**src/rtl/instruction_prefetch_pkg.sv**
```systemverilog
// Shared prefetch types, reset defaults and segment:offset address helpers.
package instruction_prefetch_pkg;

    typedef enum logic [1:0] {
        PF_IDLE  = 2'd0,
        PF_FETCH = 2'd1,
        PF_DRAIN = 2'd2
    } prefetch_state_e;

    localparam logic [15:0] DEF_RESET_CS = 16'hffff;
    localparam logic [15:0] DEF_RESET_IP = 16'h0000;

    // Real-mode physical address, wraps modulo 1 MiB.
    function automatic logic [19:0] phys_addr(
        input logic [15:0] cs,
        input logic [15:0] ip
    );
        return {cs, 4'b0000} + {4'b0000, ip};
    endfunction

    function automatic logic [18:0] word_addr(
        input logic [15:0] cs,
        input logic [15:0] ip
    );
        return 19'(phys_addr(cs, ip) >> 1);
    endfunction

endpackage

```
**src/rtl/instruction_prefetch_if.sv**
```systemverilog
// Instruction memory read port and byte FIFO write port of the prefetcher.
interface instruction_prefetch_if;

    logic        mem_access;
    logic        mem_ack;
    logic [18:0] mem_address;
    logic [15:0] mem_data;
    logic        fifo_wr_en;
    logic [7:0]  fifo_wr_data;
    logic        fifo_full;
    logic        fifo_reset;

    modport master (
        output mem_access,
        output mem_address,
        input  mem_ack,
        input  mem_data,
        output fifo_wr_en,
        output fifo_wr_data,
        output fifo_reset,
        input  fifo_full
    );

    modport slave (
        input  mem_access,
        input  mem_address,
        output mem_ack,
        output mem_data,
        input  fifo_wr_en,
        input  fifo_wr_data,
        input  fifo_reset,
        output fifo_full
    );

endinterface

```
**src/rtl/instruction_prefetch_byte_buffer.sv**
```systemverilog
// Holds one fetched word and hands its bytes out one at a time.
module instruction_prefetch_byte_buffer (
    input  logic        clk,
    input  logic        reset,
    input  logic        load,
    input  logic        clear,
    input  logic [15:0] word_in,
    input  logic        start_hi,
    input  logic [1:0]  count,
    input  logic        advance,
    output logic [7:0]  byte_out,
    output logic        empty,
    output logic        last
);

    logic [15:0] word_q, word_d;
    logic        hi_q, hi_d;
    logic [1:0]  cnt_q, cnt_d;

    always_comb begin
        word_d = word_q;
        hi_d   = hi_q;
        cnt_d  = cnt_q;
        if (clear) begin
            word_d = 16'h0000;
            hi_d   = 1'b0;
            cnt_d  = 2'd0;
        end else if (load) begin
            word_d = word_in;
            hi_d   = start_hi;
            cnt_d  = count;
        end else if (advance && cnt_q != 2'd0) begin
            hi_d  = 1'b1;
            cnt_d = cnt_q - 2'd1;
        end
    end

    always_ff @(posedge clk or posedge reset) begin
        if (reset) begin
            word_q <= 16'h0000;
            hi_q   <= 1'b0;
            cnt_q  <= 2'd0;
        end else begin
            word_q <= word_d;
            hi_q   <= hi_d;
            cnt_q  <= cnt_d;
        end
    end

    assign byte_out = hi_q ? word_q[15:8] : word_q[7:0];
    assign empty    = (cnt_q == 2'd0);
    assign last     = (cnt_q == 2'd1);

endmodule

```
**src/rtl/instruction_prefetch.sv**
```systemverilog
// Instruction prefetcher: fetches words at CS:IP and feeds the decode byte FIFO.
module instruction_prefetch
    import instruction_prefetch_pkg::*;
#(
    parameter logic [15:0] RESET_CS = DEF_RESET_CS,
    parameter logic [15:0] RESET_IP = DEF_RESET_IP
) (
    input  logic                  clk,
    input  logic                  reset,
    input  logic                  load_new_ip,
    input  logic [15:0]           new_cs,
    input  logic [15:0]           new_ip,
    instruction_prefetch_if.master bus
);

    localparam logic [18:0] RESET_WADDR = word_addr(RESET_CS, RESET_IP);

    prefetch_state_e state_q, state_d;
    logic [15:0]     fetch_cs_q, fetch_cs_d;
    logic [15:0]     fetch_ip_q, fetch_ip_d;
    logic            discard_q, discard_d;
    logic [18:0]     req_addr_q, req_addr_d;

    logic       buf_load;
    logic       buf_clear;
    logic       buf_empty;
    logic       buf_last;
    logic [7:0] buf_byte;
    logic       wr_en;

    assign wr_en = (state_q == PF_DRAIN) && !buf_empty &&
                   !bus.fifo_full && !load_new_ip;

    instruction_prefetch_byte_buffer u_buf (
        .clk      (clk),
        .reset    (reset),
        .load     (buf_load),
        .clear    (buf_clear),
        .word_in  (bus.mem_data),
        .start_hi (fetch_ip_q[0]),
        .count    (fetch_ip_q[0] ? 2'd1 : 2'd2),
        .advance  (wr_en),
        .byte_out (buf_byte),
        .empty    (buf_empty),
        .last     (buf_last)
    );

    always_comb begin
        state_d    = state_q;
        fetch_cs_d = fetch_cs_q;
        fetch_ip_d = fetch_ip_q;
        discard_d  = discard_q;
        req_addr_d = req_addr_q;
        buf_load   = 1'b0;
        buf_clear  = 1'b0;
        if (load_new_ip) begin
            fetch_cs_d = new_cs;
            fetch_ip_d = new_ip;
            buf_clear  = 1'b1;
            // A bus cycle in flight cannot be aborted; wait out its ack.
            if (state_q == PF_FETCH && !bus.mem_ack) begin
                discard_d = 1'b1;
                state_d   = PF_FETCH;
            end else begin
                discard_d = 1'b0;
                state_d   = PF_IDLE;
            end
        end else begin
            unique case (state_q)
                PF_IDLE: begin
                    if (!bus.fifo_full) begin
                        state_d    = PF_FETCH;
                        req_addr_d = word_addr(fetch_cs_q, fetch_ip_q);
                    end
                end
                PF_FETCH: begin
                    if (bus.mem_ack) begin
                        if (discard_q) begin
                            discard_d = 1'b0;
                            state_d   = PF_IDLE;
                        end else begin
                            buf_load   = 1'b1;
                            fetch_ip_d = fetch_ip_q +
                                (fetch_ip_q[0] ? 16'd1 : 16'd2);
                            state_d    = PF_DRAIN;
                        end
                    end
                end
                PF_DRAIN: begin
                    if (buf_empty || (wr_en && buf_last)) begin
                        state_d = PF_IDLE;
                    end
                end
                default: state_d = PF_IDLE;
            endcase
        end
    end

    always_ff @(posedge clk or posedge reset) begin
        if (reset) begin
            state_q    <= PF_IDLE;
            fetch_cs_q <= RESET_CS;
            fetch_ip_q <= RESET_IP;
            discard_q  <= 1'b0;
            req_addr_q <= RESET_WADDR;
        end else begin
            state_q    <= state_d;
            fetch_cs_q <= fetch_cs_d;
            fetch_ip_q <= fetch_ip_d;
            discard_q  <= discard_d;
            req_addr_q <= req_addr_d;
        end
    end

    assign bus.mem_access   = (state_q == PF_FETCH);
    assign bus.mem_address  = req_addr_q;
    assign bus.fifo_wr_en   = wr_en;
    assign bus.fifo_wr_data = buf_byte;
    assign bus.fifo_reset   = load_new_ip;

endmodule

```
**src/flat_wrapper.sv**
```systemverilog
// flat-port wrapper written by rule: the top's interface ports become plain ports
module instruction_prefetch_flat import instruction_prefetch_pkg::*;
#(
    parameter logic [15:0] RESET_CS = DEF_RESET_CS,
    parameter logic [15:0] RESET_IP = DEF_RESET_IP
)
  (clk, reset, load_new_ip, new_cs, new_ip, bus_mem_access, bus_mem_address, bus_mem_ack, bus_mem_data, bus_fifo_wr_en, bus_fifo_wr_data, bus_fifo_reset, bus_fifo_full);
  instruction_prefetch_if bus_i ();
  input  logic clk;
  input  logic reset;
  input  logic load_new_ip;
  input  logic [15:0] new_cs;
  input  logic [15:0] new_ip;
  output wire logic [$bits(bus_i.mem_access)-1:0] bus_mem_access;
  output wire logic [$bits(bus_i.mem_address)-1:0] bus_mem_address;
  input wire logic [$bits(bus_i.mem_ack)-1:0] bus_mem_ack;
  input wire logic [$bits(bus_i.mem_data)-1:0] bus_mem_data;
  output wire logic [$bits(bus_i.fifo_wr_en)-1:0] bus_fifo_wr_en;
  output wire logic [$bits(bus_i.fifo_wr_data)-1:0] bus_fifo_wr_data;
  output wire logic [$bits(bus_i.fifo_reset)-1:0] bus_fifo_reset;
  input wire logic [$bits(bus_i.fifo_full)-1:0] bus_fifo_full;
  assign bus_mem_access = bus_i.mem_access;
  assign bus_mem_address = bus_i.mem_address;
  assign bus_i.mem_ack = bus_mem_ack;
  assign bus_i.mem_data = bus_mem_data;
  assign bus_fifo_wr_en = bus_i.fifo_wr_en;
  assign bus_fifo_wr_data = bus_i.fifo_wr_data;
  assign bus_fifo_reset = bus_i.fifo_reset;
  assign bus_i.fifo_full = bus_fifo_full;
  instruction_prefetch #(.RESET_CS(RESET_CS), .RESET_IP(RESET_IP)) u_core (.clk(clk), .reset(reset), .load_new_ip(load_new_ip), .new_cs(new_cs), .new_ip(new_ip), .bus(bus_i));
endmodule
```
**config.mk**
```make
export PLATFORM = sky130hd
export DESIGN_NAME = instruction_prefetch_flat
export DESIGN_NICKNAME = d
export VERILOG_FILES = /design/src/rtl/instruction_prefetch_pkg.sv /design/src/rtl/instruction_prefetch_if.sv /design/src/rtl/instruction_prefetch_byte_buffer.sv /design/src/rtl/instruction_prefetch.sv /design/src/flat_wrapper.sv
export SDC_FILE = /design/constraint.sdc
export NUM_CORES = 1
export LEC_CHECK = 0
export ABC_CLOCK_PERIOD_IN_PS = 2800
export BUFFER_PORTS_ARGS = -buffer_cell sky130_fd_sc_hd__clkbuf_2
export CORE_UTILIZATION = 50
export CTS_BUF_LIST = sky130_fd_sc_hd__clkbuf_8
export CTS_CLUSTER_DIAMETER = 30
export DETAILED_ROUTE_END_ITERATION = 12
export PLACE_DENSITY = 0.74
export SYNTH_ARGS = -nofsm -noshare
export SYNTH_HDL_FRONTEND = slang
export SYNTH_SLANG_ARGS = --single-unit
```
**constraint.sdc**
```tcl
create_clock -name clk -period 2.8 [get_ports clk]
set_input_delay 0.14 -clock clk [delete_from_list [all_inputs] [get_ports clk]]
set_output_delay 0.14 -clock clk [all_outputs]
set_load 0.03 [all_outputs]
```
==> flow_summary.toml, run 1 <==
[status]
status = "finished clean"

[layout]
antennaDiodeCount = 0
num-nets-final = 591
drive_gt1_share_pct = 33.0
area_growth_pct = 20.2

[floorplanning]
die-area_mm2 = 0.00866
die_height_um = 93.1
ios = 83
start_util_pct = 52.6
die_x_um = 93.1
rows = 32
coreArea_mm2 = 0.00789

[placement]
io_buffer_count = 82
place_congestion = 0.838
dpl.hpwl_mm = 6.78
pre_cts_slack_ps = 490

[setup_path]
crit_chain = "ha_1 > fa_1 > a21oi_1 > nand4b_1 > a21oi_2 > o311a_1 > o31ai_1"
r2r_cells = 7
crit_type = "register to register"
cp.required_ps = 3060
cp.arrival_ps = 2640
critical_path.startpoint_type = "register"
critPathMaxStageDelay_ps = 460
r2r-end = "u_core.bus.mem_address[17]"
critical_path.slowest_cell = "dfrtp_1"
worstReg2RegStart = "u_core.fetch_ip_q[4]"
r2r_setup_slack_ps = 420
end_kind = "register"
path_max_fanout = 6

[yosys]
synth_compound_area_share_pct = 16.5
syn-cell-area_mm2 = 0.00415
synthAdderAreaFrac_pct = 5.61
yosysTopAreaCell = "dfrtp_1"
synth.net_count = 501
synth_mux_area_share_pct = 6.76
synth_top_family_by_area = "simple AND/OR/NAND/NOR gates"
synthCells = 430
synth_edf_count = 0
synth-simple-area-share_pct = 17.0
yosysSeqAreaShare_pct = 45.0
yosysWarnings = 0
synth-xor-area-share_pct = 4.01
ys_seq_elements = 73
synth.avg_cell_area_um2 = 9.64
synthFlopType = "dfrtp_1"
ys_async_sr_fraction_pct = 100
yosys-top-cells-area = "dfrtp_1 (25%), dfstp_2 (20%), nand2_1 (8.5%), mux2_2 (6.5%), ha_1 (5.1%)"
yosys.cell_types.count = 60
synth_top_area_share_pct = 24.8

[detailed_routing]
drtIter0Drc = 190
postRouteAntennaNets = 0
post_drt_wl_per_cell_um = 15.6
vias_per_cell = 5.52
vias = 3460
dr.pass1.iters = 4
wl_mm = 9.76
drc = 0

[sta]
max_freq_ghz = 0.420
finalSetupViolations = 0
rsz0062_at_grt = "false"
finalClockSkew_ps = 10.5
setup_tns_ps = 0
period_share_pct = 85.1
tightest_slew_ps = 921
slew_headroom_pct = 38.1
hold_viol_final = 0
drv_slew = 0
fin_ws_ps = 416
fin_crit_ps = 2380

[global_route]
grt_pass1_vias = 3475
grt_max_degree = 66
grt_use_total_pct = 24.0
antenna_found_initial = 0
grt-ovfl-total = 0
grt_pass1_wl_mm = 16.2

[clock_tree]
cts_buffer_depth = 2
cts_tree = "done"
insertion_delay_ps = 350
cts.clk_slew.worst_paths_ps = 80
numCtsBuffers = 9
clkSinkCount = 73
clockRootBuffer = "clkbuf_8"
htreeDepth = 3

[worst_hold_path]
hp-class = "primary input to register"
hp-start = "bus_mem_data[9]"
min_to = "u_core.u_buf.word_q[9]"
hold_depth = 3

[pwr]
p_total_mw = 3.35
ir_drop_v = 0.000333
power.leakage_nw = 2.23
power.density_mw_per_mm2 = 672

[run]
maxCapViolations = 0
[cell usage after synthesis, types with 2 or more instances]
cell / instances
nor3_1: 5
a21o_1: 5
nor4_1: 3
a31o_1: 3
clkbuf_1: 10
ha_1: 17
o211ai_1: 7
dfrtp_1: 41
and4_1: 4
o2111ai_1: 4
nand3_1: 12
a211oi_1: 2
nand2_1: 94
xnor2_1: 12
o31ai_1: 3
a21oi_1: 32
mux2_2: 24
or4_1: 4
a21oi_2: 3
inv_1: 12
a211o_1: 2
nor3b_1: 3
xor2_1: 7
o21a_1: 3
buf_6: 2
buf_4: 4
o21ai_0: 25
nand4_1: 3
buf_1: 2
dfstp_2: 32
clkbuf_8: 3
nor2_1: 15
buf_2: 5
[where the power goes]
part | switching [mW] | internal, mW | total [mW]
Combinational | 0.594 | 0.346 | 0.940
Sequential | 0.118 | 1.28 | 1.40
Clock | 0.417 | 0.591 | 1.01
[per-stage QoR]
stage	hold WS (ps)	cell area [um2]	std cells	util, %
global placement	327	4580	595	58.0
global route	5.47	4980	627	63.2
detailed placement	348	4580	595	58.0
finish	7.90	4980	627	63.2
floorplan	249	4150	430	-
CTS	4.93	4980	627	63.2
[layout make-up]
cell class | instances | area (um2)
Inverter | 12 | 45.0
Fill cell | 691 | 2910
Tap cell | 102 | 128
Clock buffer | 9 | 124
Timing Repair Buffer | 105 | 623
Multi-Input combinational cell | 319 | 2080
Sequential cell | 73 | 1870
Clock inverter | 7 | 119
[sequential cells by signal, indices dropped and copies added, names as in the netlist]
name	flops
u_core.bus.mem_address	19
u_core.u_buf.hi_q	1
u_core.u_buf.word_q	16
u_core.u_buf.cnt_q	2
u_core.fetch_ip_q	16
u_core.fetch_cs_q	16
u_core.discard_q	1
u_core.state_q	2
[cells in the final DEF, fill, tap and decap left out, drive strengths merged, types with 3 or more instances in the layout]
cell,synthesis,final
clkbuf,13,91
o211ai,7,7
o21ai,27,27
and4,4,4
dlygate4sd3,0,16
nor2,15,15
a21o,6,6
ha,17,17
o31ai,3,3
o21a,3,3
xor2,7,7
mux2,24,24
a31o,3,3
dfstp,32,32
nor3,5,5
a21oi,36,36
nor4,4,4
or4,4,4
inv,12,12
nand3,12,12
nand2,94,94
nor3b,3,3
buf,13,7
dfrtp,41,41
nand4,3,3
xnor2,12,12
o2111ai,4,4
bufinv,0,3
[metal layers]
metal / vias to the layer above / GRT usage, % / share of wire, %
li1: 1700 / - / -
met1: 1654 / 31.0 / 45
met4: 0 / 9.62 / 2.1
met2: 89 / 40.3 / 49
met5: - / 0 / 0
met3: 17 / 3.66 / 4.3
[worst max-delay path by stage]
stage	from	end	slack, ps	depth (start not counted)
finish	u_core.fetch_ip_q[4]	u_core.bus.mem_address[17]	420	7
global placement	u_core.fetch_ip_q[4]	u_core.bus.mem_address[17]	530	7
global route	u_core.fetch_ip_q[4]	u_core.bus.mem_address[17]	330	7
floorplan	u_core.fetch_ip_q[4]	u_core.bus.mem_address[17]	680	7
CTS	u_core.fetch_ip_q[4]	u_core.bus.mem_address[17]	430	7
detailed placement	u_core.fetch_ip_q[4]	u_core.bus.mem_address[17]	490	7
[timing repair]
item                      4_1_cts  5_1_grt
hold endpoints to repair       47        0
buffers inserted                0        0
hold buffers                   16        0
gates resized for setup         0        0
[critical path, delay by kind of cell (launching register included)]
kind | cells | cell delay (ps)
AO/OA/AOI/OAI | 4 | 940
adder cells (fa/ha/maj) | 2 | 680
AND/OR/NAND/NOR | 1 | 200
flip-flops | 1 | 460
[kinds of logic after synthesis]
family,count (synthesis)
adder cells (fa/ha/maj),18
XOR/XNOR,19
multiplexers,25
AO/OA/AOI/OAI,105
buffers and inverters,38
AND/OR/NAND/NOR,152
flip-flops,73
Note: power is estimated with default switching activity, not from simulation.
==> inputs of run 2 (changes only) <==
Settings changed: CORE_MARGIN from default to 1, CORE_UTILIZATION 50 to 30, PLACE_DENSITY 0.74 to default.
==> run 2 against run 1 <==
Compared with the run above: global-route usage fell by 9.4 points; clock power fell by 21%; highest routed layer unchanged; non-clock buffer count increased by 6; first-iteration DRC count shrank 41%; clock skew decreased by 4.1 ps; wire length is 2.4% higher; register-to-register slack about the same; largest cell class unchanged; worst setup slack gained 2.1 ps; sequential power about the same; combinational power is essentially flat; total power down 6.2%; worst hold slack better by 7.1 ps.
==> flow_summary.toml, run 2 (synthesis results as in run 1) <==
[global_route]
grt_pass1_vias = 3384
antenna_found_initial = 0
grt_max_degree = 72
grt-ovfl-total = 0
grt_pass1_wl_mm = 16.7
grt_use_total_pct = 14.6

[sta]
fin_crit_ps = 2380
tightest_slew_ps = 823
rsz0062_at_grt = "false"
slew_headroom_pct = 44.7
hold_viol_final = 0
finalClockSkew_ps = 6.35
finalSetupViolations = 0
max_freq_ghz = 0.420
setup_tns_ps = 0
drv_slew = 0
period_share_pct = 85.1

[clock_tree]
cts_resized = 0
clkSinkCount = 73
cts_tree = "done"
htreeDepth = 3
cts_buffer_depth = 2
cts_setup_buffers = 0
cts.clk_slew.worst_paths_ps = 70
clockRootBuffer = "clkbuf_8"
cts_hold_buf = 21
insertion_delay_ps = 340
numCtsBuffers = 9

[setup_path]
end_kind = "register"
critical_path.startpoint_type = "register"
cp.arrival_ps = 2630
crit_type = "register to register"
path_max_fanout = 6
cp.required_ps = 3050

[pwr]
combPwrFrac_pct = 30.0
power_frac_seq_pct = 44.7
ir_drop_v = 0.000226
p_sw_share_pct = 35.2
p_clk_share_pct = 25.3
p_int_mw = 2.03
switching_power_mw = 1.10
p_total_mw = 3.14
power.leakage_nw = 2.23
power.density_mw_per_mm2 = 618

[status]
status = "finished clean"

[detailed_routing]
drtIter0Drc = 112
dr.pass1.iters = 4
vias = 3451
wl_mm = 9.99
vias_per_cell = 4.88
drc = 0
post_drt_wl_per_cell_um = 14.1
postRouteAntennaNets = 0

[floorplanning]
die-area_mm2 = 0.0143
ios = 83
start_util_pct = 31.1
die_height_um = 120
coreArea_mm2 = 0.0133
rows = 42
die_x_um = 120

[layout]
drive_gt1_share_pct = 32.4
antennaDiodeCount = 0
final_common_cell = "nand2_1"
fin_area_mm2 = 0.00507
stdcell_count = 707
largest_reg_flops = 19
final_cell_mix = "nand2_1 (94), clkbuf_2 (82), dfrtp_1 (41)"
num-nets-final = 597
area_growth_pct = 22.4

[placement]
placedCellCount = 670
postPlaceCellArea_mm2 = 0.00468
place_congestion = 0.879
dpl.hpwl_mm = 7.36
io_buffer_count = 82

[worst_hold_path]
hp-class = "primary input to register"

[run]
maxCapViolations = 0
-- run 2: metal layers --
| layer | up-vias | global-route usage [%] | wire length, um |
|---|---|---|---|
| li1 | 1709 | - | - |
| met1 | 1648 | 19.1 | 4560 |
| met2 | 90 | 24.3 | 4840 |
| met3 | 4 | 3.75 | 553 |
| met4 | 0 | 2.97 | 43 |
| met5 | - | 0 | 0 |
-- run 2: final timing paths --
check	startpoint	cells after the start	endpoint	slack (ps)
worst max-delay path	u_core.fetch_ip_q[4]	7	u_core.bus.mem_address[17]	420
worst max register to register	u_core.fetch_ip_q[4]	7	u_core.bus.mem_address[17]	420
min in group asynchronous	reset	3	u_core.fetch_ip_q[7]	440
worst min-delay path	new_ip[2]	3	u_core.fetch_ip_q[2]	10
worst min register to register	u_core.bus.mem_address[3]	2	u_core.bus.mem_address[3]	460
max in group asynchronous	reset	4	u_core.bus.mem_address[13]	1510
-- run 2: layout make-up --
class | instances | area, um2
fill | 1381 | 8270
multi-input combinational | 319 | 2080
sequential | 73 | 1870
timing repair buffer | 111 | 681
tap | 176 | 220
clock buffer | 9 | 124
clock inverter | 7 | 62.6
inverter | 12 | 45.0
-- run 2: worst max-delay path: stages, from the launching register on --
cell,delay [ps]
dfrtp_1,450
ha_1,260
fa_1,420
a21oi_1,220
nand4b_1,200
a21oi_2,130
o311a_1,360
o31ai_1,250
-- run 2: power groups by stage --
stage               registers [mW]  clock network, mW  logic [mW]
floorplan                     1.58                  0       0.520
global placement              1.42                  0       0.913
detailed placement            1.42                  0       0.927
CTS                           1.41              0.820       0.953
global route                  1.43              0.870        1.05
finish                        1.40              0.793       0.943
-- run 2: through the flow --
stage	hold WS [ps]	setup slack, ps	util [%]
6_report	15.0	419	38.0
5_1_grt	7.65	231	38.0
4_1_cts	0.515	437	38.0
3_5_place_dp	297	464	35.0
3_3_place_gp	280	522	35.0
2_1_floorplan	249	682	-
